[src/rtl/irq_source_controller_if.sv]
// IRQ handshake between the interrupt source controller (master) and the core (slave).
interface irq_source_controller_if;
   logic        irq_req_o;
   logic [31:0] irq_addr_o;
   logic        irq_grant_i;
   logic        irq_done_i;

   modport master (output irq_req_o, irq_addr_o, input irq_grant_i, irq_done_i);
   modport slave  (input irq_req_o, irq_addr_o, output irq_grant_i, irq_done_i);
endinterface

[src/rtl/irq_source_controller.sv]
// Edge-detected, masked, fixed-priority interrupt source controller.
// Presents one vectored request at a time to the core and tracks it to completion.
module irq_source_controller #(
   parameter int unsigned NUM_SRC       = 8,
   parameter logic [31:0] VEC_BASE_RST  = 32'h0000_0100,
   parameter int unsigned GRANT_TIMEOUT = 64
) (
   input  logic                      clk,
   input  logic                      reset,
   input  logic [NUM_SRC-1:0]        irq_src_i,
   irq_source_controller_if.master   irq,
   input  logic                      cfg_we,
   input  logic [1:0]                cfg_addr,
   input  logic [31:0]               cfg_wdata,
   output logic [31:0]               cfg_rdata,
   output logic                      busy_o
);

   localparam int unsigned CNT_W = $clog2(GRANT_TIMEOUT);
   localparam int unsigned ID_W  = 5;

   typedef enum logic [1:0] {
      IDLE    = 2'd0,
      REQ     = 2'd1,
      SERVICE = 2'd2
   } state_t;

   state_t             state;
   logic [NUM_SRC-1:0] mask;
   logic [NUM_SRC-1:0] pending;
   logic [NUM_SRC-1:0] src_prev;
   logic [ID_W-1:0]    active_id;
   logic               timeout_flag;
   logic [31:0]        vec_base;
   logic [CNT_W-1:0]   counter;

   logic [NUM_SRC-1:0] edge_set;
   logic [NUM_SRC-1:0] eligible;
   logic [NUM_SRC-1:0] pend_clr;
   logic [NUM_SRC-1:0] pending_next;
   logic [ID_W-1:0]    winner;
   logic               grant_take;

   // Pending update: W1C and grant clears, new edges win over clears.
   always_comb begin
      edge_set   = irq_src_i & ~src_prev;
      eligible   = pending & mask;
      grant_take = (state == REQ) && irq.irq_grant_i;
      pend_clr   = '0;
      if (cfg_we && (cfg_addr == 2'd1))
         pend_clr = cfg_wdata[NUM_SRC-1:0];
      if (grant_take)
         pend_clr = pend_clr | (NUM_SRC'(1) << active_id);
      pending_next = (pending & ~pend_clr) | edge_set;
   end

   // Fixed priority: lowest set index wins.
   always_comb begin
      winner = '0;
      for (int i = NUM_SRC - 1; i >= 0; i--) begin
         if (eligible[i])
            winner = ID_W'(i);
      end
   end

   always_comb begin
      cfg_rdata = '0;
      case (cfg_addr)
         2'd0:    cfg_rdata = 32'(mask);
         2'd1:    cfg_rdata = 32'(pending);
         2'd2:    cfg_rdata = {state, 21'b0, timeout_flag, 3'b0, active_id};
         default: cfg_rdata = vec_base;
      endcase
   end

   assign busy_o = (state != IDLE);

   always_ff @(posedge clk or posedge reset) begin
      if (reset) begin
         state          <= IDLE;
         mask           <= '0;
         pending        <= '0;
         src_prev       <= '0;
         active_id      <= '0;
         timeout_flag   <= 1'b0;
         vec_base       <= VEC_BASE_RST;
         counter        <= '0;
         irq.irq_req_o  <= 1'b0;
         irq.irq_addr_o <= '0;
      end else begin
         src_prev <= irq_src_i;
         pending  <= pending_next;

         if (cfg_we) begin
            case (cfg_addr)
               2'd0:    mask <= cfg_wdata[NUM_SRC-1:0];
               2'd2:    if (cfg_wdata[8]) timeout_flag <= 1'b0;
               2'd3:    vec_base <= {cfg_wdata[31:2], 2'b00};
               default: ;
            endcase
         end

         // A timeout in the same cycle as a STATUS clear leaves the flag set.
         case (state)
            IDLE: begin
               if (|eligible) begin
                  active_id      <= winner;
                  irq.irq_addr_o <= vec_base + {25'b0, winner, 2'b00};
                  counter        <= '0;
                  irq.irq_req_o  <= 1'b1;
                  state          <= REQ;
               end
            end
            REQ: begin
               if (irq.irq_grant_i) begin
                  irq.irq_req_o <= 1'b0;
                  state         <= SERVICE;
               end else if (counter == CNT_W'(GRANT_TIMEOUT - 1)) begin
                  irq.irq_req_o <= 1'b0;
                  timeout_flag  <= 1'b1;
                  state         <= IDLE;
               end else begin
                  counter <= counter + CNT_W'(1);
               end
            end
            SERVICE: begin
               irq.irq_req_o <= 1'b0;
               if (irq.irq_done_i)
                  state <= IDLE;
            end
            default: begin
               irq.irq_req_o <= 1'b0;
               state         <= IDLE;
            end
         endcase
      end
   end

endmodule

[src/flat_wrapper.sv]
// flat-port wrapper written by rule: the top's interface ports become plain ports
module irq_source_controller_flat 
#(
   parameter int unsigned NUM_SRC       = 8,
   parameter logic [31:0] VEC_BASE_RST  = 32'h0000_0100,
   parameter int unsigned GRANT_TIMEOUT = 64
)
  (clk, reset, irq_src_i, cfg_we, cfg_addr, cfg_wdata, cfg_rdata, busy_o, irq_irq_req_o, irq_irq_addr_o, irq_irq_grant_i, irq_irq_done_i);
  irq_source_controller_if irq_i ();
  input  logic clk;
  input  logic reset;
  input  logic [NUM_SRC-1:0] irq_src_i;
  input  logic cfg_we;
  input  logic [1:0] cfg_addr;
  input  logic [31:0] cfg_wdata;
  output logic [31:0] cfg_rdata;
  output logic busy_o;
  output wire logic [$bits(irq_i.irq_req_o)-1:0] irq_irq_req_o;
  output wire logic [$bits(irq_i.irq_addr_o)-1:0] irq_irq_addr_o;
  input wire logic [$bits(irq_i.irq_grant_i)-1:0] irq_irq_grant_i;
  input wire logic [$bits(irq_i.irq_done_i)-1:0] irq_irq_done_i;
  assign irq_irq_req_o = irq_i.irq_req_o;
  assign irq_irq_addr_o = irq_i.irq_addr_o;
  assign irq_i.irq_grant_i = irq_irq_grant_i;
  assign irq_i.irq_done_i = irq_irq_done_i;
  irq_source_controller #(.NUM_SRC(NUM_SRC), .VEC_BASE_RST(VEC_BASE_RST), .GRANT_TIMEOUT(GRANT_TIMEOUT)) u_core (.clk(clk), .reset(reset), .irq_src_i(irq_src_i), .irq(irq_i), .cfg_we(cfg_we), .cfg_addr(cfg_addr), .cfg_wdata(cfg_wdata), .cfg_rdata(cfg_rdata), .busy_o(busy_o));
endmodule
[config.mk]
export PLATFORM = sky130hd
export DESIGN_NAME = irq_source_controller_flat
export DESIGN_NICKNAME = d
export VERILOG_FILES = /design/src/rtl/irq_source_controller_if.sv /design/src/rtl/irq_source_controller.sv /design/src/flat_wrapper.sv
export SDC_FILE = /design/constraint.sdc
export NUM_CORES = 1
export LEC_CHECK = 0
export CAP_MARGIN = 20
export CELL_PAD_IN_SITES_DETAIL_PLACEMENT = 1
export CELL_PAD_IN_SITES_GLOBAL_PLACEMENT = 2
export CORE_ASPECT_RATIO = 1.25
export CORE_MARGIN = 10
export CORE_UTILIZATION = 25
export CTS_CLUSTER_SIZE = 28
export DETAILED_ROUTE_END_ITERATION = 10
export HOLD_SLACK_MARGIN = 0.12
export PLACE_DENSITY_LB_ADDON = 0.1
export REMOVE_ABC_BUFFERS = 1
export SLEW_MARGIN = 40
export SYNTH_ARGS = -nofsm -noshare
export SYNTH_HDL_FRONTEND = slang
export SYNTH_SLANG_ARGS = --single-unit
[constraint.sdc]
create_clock -name clk -period 4.6 [get_ports clk]
set_clock_uncertainty 0.2 [all_clocks]
set_input_delay 0.92 -clock clk [delete_from_list [all_inputs] [get_ports clk]]
set_output_delay 0.92 -clock clk [all_outputs]
set_load 0.05 [all_outputs]
==> impl_metrics.toml, run 1 <==
[outcome]
outcome = "complete, no violations"

[clock_tree]
post_cts_buffers = 0
cts_buffer_depth = 2
cts-buffers-inserted = 9
clockRootBuffer = "clkbuf_16"
clk_pin_slew_ns = 0.07
clkLatencyLatePin_ns = 0.35
hold_buffers = 0
htree_levels = 3
cts_resized = 0
cts_sinks = 97
tritoncts = "done"

[synth]
synth-async-reset-ratio_pct = 100.0
ys_seq_area_share_pct = 49.65
ys_warn_count = 0
syn_avg_cell_area_um2 = 10.45
synth_top_area_share_pct = 49.12
syn-cell-area_mm2 = 0.004891
synth-main-ff-cell = "dfrtp_1"
synth-edff-count = 0
synth.distinct_cells = 50
ys_top_cells_by_area = "dfrtp_1 49%, mux2_2 10%, nand2_1 4.5%"
syn_inst = 468
yosysTopAreaCell = "dfrtp_1"
ys_ff_latch = 97

[setup_path]
max_stage_delay_ns = 0.78
reg2reg_slack_ns = 1.35
cp-end-kind = "output port"
critPathSlowestCell = "clkdlybuf4s50_1"
worst_ep_required_time_ns = 3.48
cp-start-kind = "input port"
path_max_fanout = 12
cp_cell_sequence = "clkdlybuf4s50_1, nor2_1, a22o_1, buf_12"
critical_path_class = "input port to output port"
crit_arrival_ns = 2.70

[sta]
timing.final.crit_share_pct = 83.13
clock.fmax_ghz = 0.2615
fin_crit_ns = 3.824
rsz0062_at_grt = "no"
tns_ns = 0
tightest_slew_ns = 0.7233
hold_viol_final = 0
setup_viol = 0
slew_headroom_pct = 51.63
final_max_slew_viol_count = 0
fin_ws_ns = 0.7762

[route]
drtPass1Iterations = 5
num_vias = 3872
drtIter0Drc = 127
antenna_left = 0
wirelength_mm = 15.80
drc = 0
wire_per_inst_um = 18.78
vias_per_cell = 4.604

[global_routing]
grt_antenna_before_repair = 0
grt_pass1_vias = 4365
grt_max_degree = 55
gr-usage-all-layers_pct = 12.44
grt_pass1_wl_mm = 25.47
grt-ovfl-total = 0

[power_and_ir_drop]
p_leak_nw = 2.814
internal-power_mw = 2.311
switchingPower_mw = 1.750
pwr-share-seq_pct = 33.5
p_sw_share_pct = 43.09
vdd_drop_max_uv = 187.0
power_frac_comb_pct = 45.3
power_density_mw_per_mm2 = 607.4
power_frac_clock_pct = 21.2

[finish]
multi_input_area_mm2 = 0.002312
nFillCells = 2176
instances_no_fill = 841
seqCellArea_mm2 = 0.002429
final_nets = 624
fin_area_mm2 = 0.006686
drive_gt1_share_pct = 19.27
antenna_cells = 0
final_common_cell = "dfrtp_1"
areaGrowthSynthToFinish_pct = 36.71
mostFrequentLayoutCells = "96 x dfrtp_1, 78 x clkdlybuf4s50_1, 58 x nand2_1"

[floorplanning]
dieArea_mm2 = 0.02559
start_util_pct = 25.31
num_io_pins = 113
coreArea_mm2 = 0.01933
row_count = 57
die_w_um = 145.1
die_y_um = 176.4

[placed_design]
place.gp.congestion = 0.7496
io_buffers = 110
place_ws_ns = 0.7413
placed_area_mm2 = 0.006354
place_inst = 826
dp_hpwl_mm = 11.94

[worst_hold_path]
hold_path.class = "flip-flop to flip-flop"

[flow_run]
drv_cap = 0
-- worst paths after layout --
| check | end | startpoint | cells past startpoint |
|---|---|---|---|
| worst max register to register | u_core.irq.irq_addr_o[28] | u_core.mask[6] | 12 |
| worst min-delay path | u_core.pending[6] | u_core.src_prev[6] | 1 |
| min in group asynchronous | u_core.mask[6] | reset | 2 |
| worst min register to register | u_core.pending[6] | u_core.src_prev[6] | 1 |
| worst max-delay path | cfg_rdata[3] | cfg_addr[1] | 4 |
| max in group asynchronous | u_core.vec_base[8] | reset | 3 |
-- final cells by class --
| class | instances | share of cell area [%] |
|---|---|---|
| clock inverters | 6 | 1.609 |
| well taps | 265 | 4.959 |
| multi-input cells | 330 | 34.58 |
| inverters | 16 | 0.9356 |
| flip-flops and latches | 97 | 36.32 |
| clock buffers | 9 | 3.368 |
| repair buffers | 118 | 18.23 |
-- layer usage --
metal,global-route usage (%),vias to the layer above,part of all wire (%)
met4,3.544,0,1.1
met2,21.53,82,51
met3,2.945,13,3.2
met1,15.12,1917,45
li1,-,1860,-
met5,0,-,0
-- state kept, by name, indices dropped and copies added (netlist names) --
register,cells
u_core.active_id,3
u_core.counter,6
u_core.irq.irq_addr_o,30
u_core.irq.irq_req_o,1
u_core.mask,8
u_core.pending,8
u_core.src_prev,8
u_core.state,2
u_core.timeout_flag,1
u_core.vec_base,30
-- through the flow --
step | util, % | total power, mW | hold WS, ns
global placement | 32.81 | 3.220 | 0.2026
CTS | 34.60 | 4.146 | 0.2187
detailed placement | 32.87 | 3.260 | 0.2089
global route | 34.60 | 4.328 | 0.2336
finish | 34.60 | 4.061 | 0.2149
floorplan | - | 2.502 | 0.1996
-- kinds of logic after synthesis --
family	count (synthesis)	synth area share, %
muxes	53	12.43
xor gates and xnor gates	28	5.014
and+or+nand+nor	155	16.27
adders and majority gates	5	1.433
DFF	97	49.65
buffers and inverters	42	3.632
AOI/OAI and AO/OA	87	11.49
other	1	0.07667
-- synth_stat cells (all sizes together) (8+ instances only) --
cell and instances:
dfrtp 96, nand2 58, mux2 46, o21ai 39, and3 28, xor2 23
clkbuf 18, inv 16, nand3 15, nor2 15, a22o 12, nand4 12
a21oi 11, buf 8
-- worst max-delay path, delay by kind of cell --
| family | cells | cell delay [ns] |
|---|---|---|
| AND/OR/NAND/NOR | 1 | 0.55 |
| AO/OA/AOI/OAI | 1 | 0.28 |
| buffers and inverters | 2 | 0.93 |
-- power groups by stage --
| stage | Combinational, mW | Sequential (mW) | Clock, mW |
|---|---|---|---|
| floorplan | 0.756 | 1.75 | 0 |
| global placement | 1.84 | 1.38 | 0 |
| detailed placement | 1.88 | 1.38 | 0 |
| CTS | 1.88 | 1.37 | 0.897 |
| global route | 1.99 | 1.40 | 0.936 |
| finish | 1.84 | 1.36 | 0.861 |
No activity file was read; power rests on OpenSTA's default activity.
==> inputs of run 2 (changes only) <==
==> constraint.sdc (replaced) <==
create_clock -name clk -period 3.95 [get_ports clk]
set_clock_uncertainty 0.2 [all_clocks]
set_input_delay 0.79 -clock clk [delete_from_list [all_inputs] [get_ports clk]]
set_output_delay 0.79 -clock clk [all_outputs]
set_load 0.05 [all_outputs]
==> impl_metrics.toml, run 2 (synthesis results as in run 1) <==
[outcome]
outcome = "complete, no violations"

[global_routing]
gr-usage-all-layers_pct = 12.28
grt_antenna_before_repair = 0
grt-ovfl-total = 0
grt_pass1_wl_mm = 24.98
grt_pass1_vias = 4298
grt_max_degree = 54

[floorplanning]
row_count = 57
die_w_um = 145.1
coreArea_mm2 = 0.01933
num_io_pins = 113
die_y_um = 176.4
start_util_pct = 25.31
dieArea_mm2 = 0.02559

[clock_tree]
cts_resized = 0
post_cts_buffers = 0
htree_levels = 3
hold_buffers = 0
cts_sinks = 97
clockRootBuffer = "clkbuf_16"
clk_pin_slew_ns = 0.06
cts-buffers-inserted = 9
cts_buffer_depth = 2
tritoncts = "done"
clkLatencyLatePin_ns = 0.35

[sta]
timing.final.crit_share_pct = 82.73
clock.fmax_ghz = 0.3060
tightest_slew_ns = 0.6619
slew_headroom_pct = 55.87
final_max_slew_viol_count = 0
tns_ns = 0
fin_ws_ns = 0.6823
setup_viol = 0
fin_crit_ns = 3.268
hold_viol_final = 0
rsz0062_at_grt = "no"
hold_slack_ns = 0.2194

[placed_design]
place_inst = 829
io_buffers = 110
place_ws_ns = 0.6622
dp_hpwl_mm = 11.88
place.gp.congestion = 0.7399
placed_area_mm2 = 0.006626

[finish]
mostFrequentLayoutCells = "96 x dfrtp_1, 78 x clkdlybuf4s50_1, 58 x nand2_1"
drive_gt1_share_pct = 19.48
final_common_cell = "dfrtp_1"
areaGrowthSynthToFinish_pct = 42.54
fin_area_mm2 = 0.006972
largestRegisters = "u_core.irq.irq_addr_o x30, u_core.vec_base x30"
instances_no_fill = 845
final_nets = 627
antenna_cells = 0

[setup_path]
crit_end = "cfg_rdata[31]"
rr_worst_depth = 10
path_max_fanout = 21
crit-reg2reg-capture = "u_core.irq.irq_addr_o[23]"
critical_path_class = "input port to output port"
critPathSlowestCell = "clkdlybuf4s50_1"
crit_start = "cfg_addr[0]"
path_common_cell = "buf_4"
reg2reg_slack_ns = 0.78
cp-end-kind = "output port"
crit_arrival_ns = 2.28
cp_cell_sequence = "clkdlybuf4s50_1, buf_4, buf_4, mux2i_1, nor2b_1, buf_12"
cp-start-kind = "input port"
max_stage_delay_ns = 0.46
worst_ep_required_time_ns = 2.96
timing.rr.start = "u_core.mask[6]"

[route]
drc = 0
drtPass1Iterations = 4
highest_layer = "met4"
drt-met1-wl_mm = 7.089
routed-wl-met3_um = 438
drtIter0Drc = 123
vias_per_cell = 4.523
wirelength_mm = 15.62
num_vias = 3822
antenna_left = 0
wire_per_inst_um = 18.49
met2_length_mm = 7.877

[power_and_ir_drop]
p_leak_nw = 2.890
power_density_mw_per_mm2 = 688.6
vdd_drop_max_uv = 235.7

[worst_hold_path]
hold_path.class = "flip-flop to flip-flop"

[flow_run]
drv_cap = 0
==> run 2: cell count changes in the layout (fill, tap and decap cells not counted), sizes merged <==
| cell | before | now |
|---|---|---|
| buf | 40 | 43 |
| clkbuf | 9 | 11 |
| clkinv | 2 | 1 |
==> run 2: critical path, delay by kind of cell <==
family,cells,cell delay [ns]
muxes,1,0.12
buffers and inverters,4,1.13
and+or+nand+nor,1,0.22
==> run 2: metal layers <==
layer,track usage (%),vias up
met5,0,-
met4,4.219,0
met3,2.202,11
met2,21.72,74
met1,14.71,1872
li1,-,1865
==> run 2: per-stage QoR <==
stage,total power [mW],util (%)
2_1_floorplan,2.913,-
3_3_place_gp,3.807,34.29
3_5_place_dp,3.842,34.29
4_1_cts,4.897,36.07
5_1_grt,5.093,36.07
6_report,4.801,36.07
==> run 2: worst min-delay path by stage <==
stage | slack (ns) | from | cells after the start | to
2_1_floorplan | 0.20 | u_core.src_prev[0] | 1 | u_core.pending[0]
3_3_place_gp | 0.20 | u_core.src_prev[1] | 1 | u_core.pending[1]
3_5_place_dp | 0.21 | u_core.src_prev[4] | 1 | u_core.pending[4]
4_1_cts | 0.22 | u_core.src_prev[4] | 1 | u_core.pending[4]
5_1_grt | 0.23 | u_core.src_prev[3] | 1 | u_core.pending[3]
6_report | 0.22 | u_core.src_prev[1] | 1 | u_core.pending[1]
==> run 2: power breakdown <==
| part | leakage (nW) | internal, mW | switching [mW] |
|---|---|---|---|
| clock network | 0.166 | 0.636 | 0.396 |
| registers | 1.16 | 1.29 | 0.295 |
| logic | 1.56 | 0.833 | 1.36 |
==> run 2: cell type report <==
cell class                      count  area [um^2]
Clock inverter                      5        102.6
Clock buffer                       11        242.7
Timing Repair Buffer              121         1504
Inverter                           16        62.56
Sequential cell                    97         2429
Fill cell                        2145        12360
Multi-Input combinational cell    330         2300
Tap cell                          265        331.6
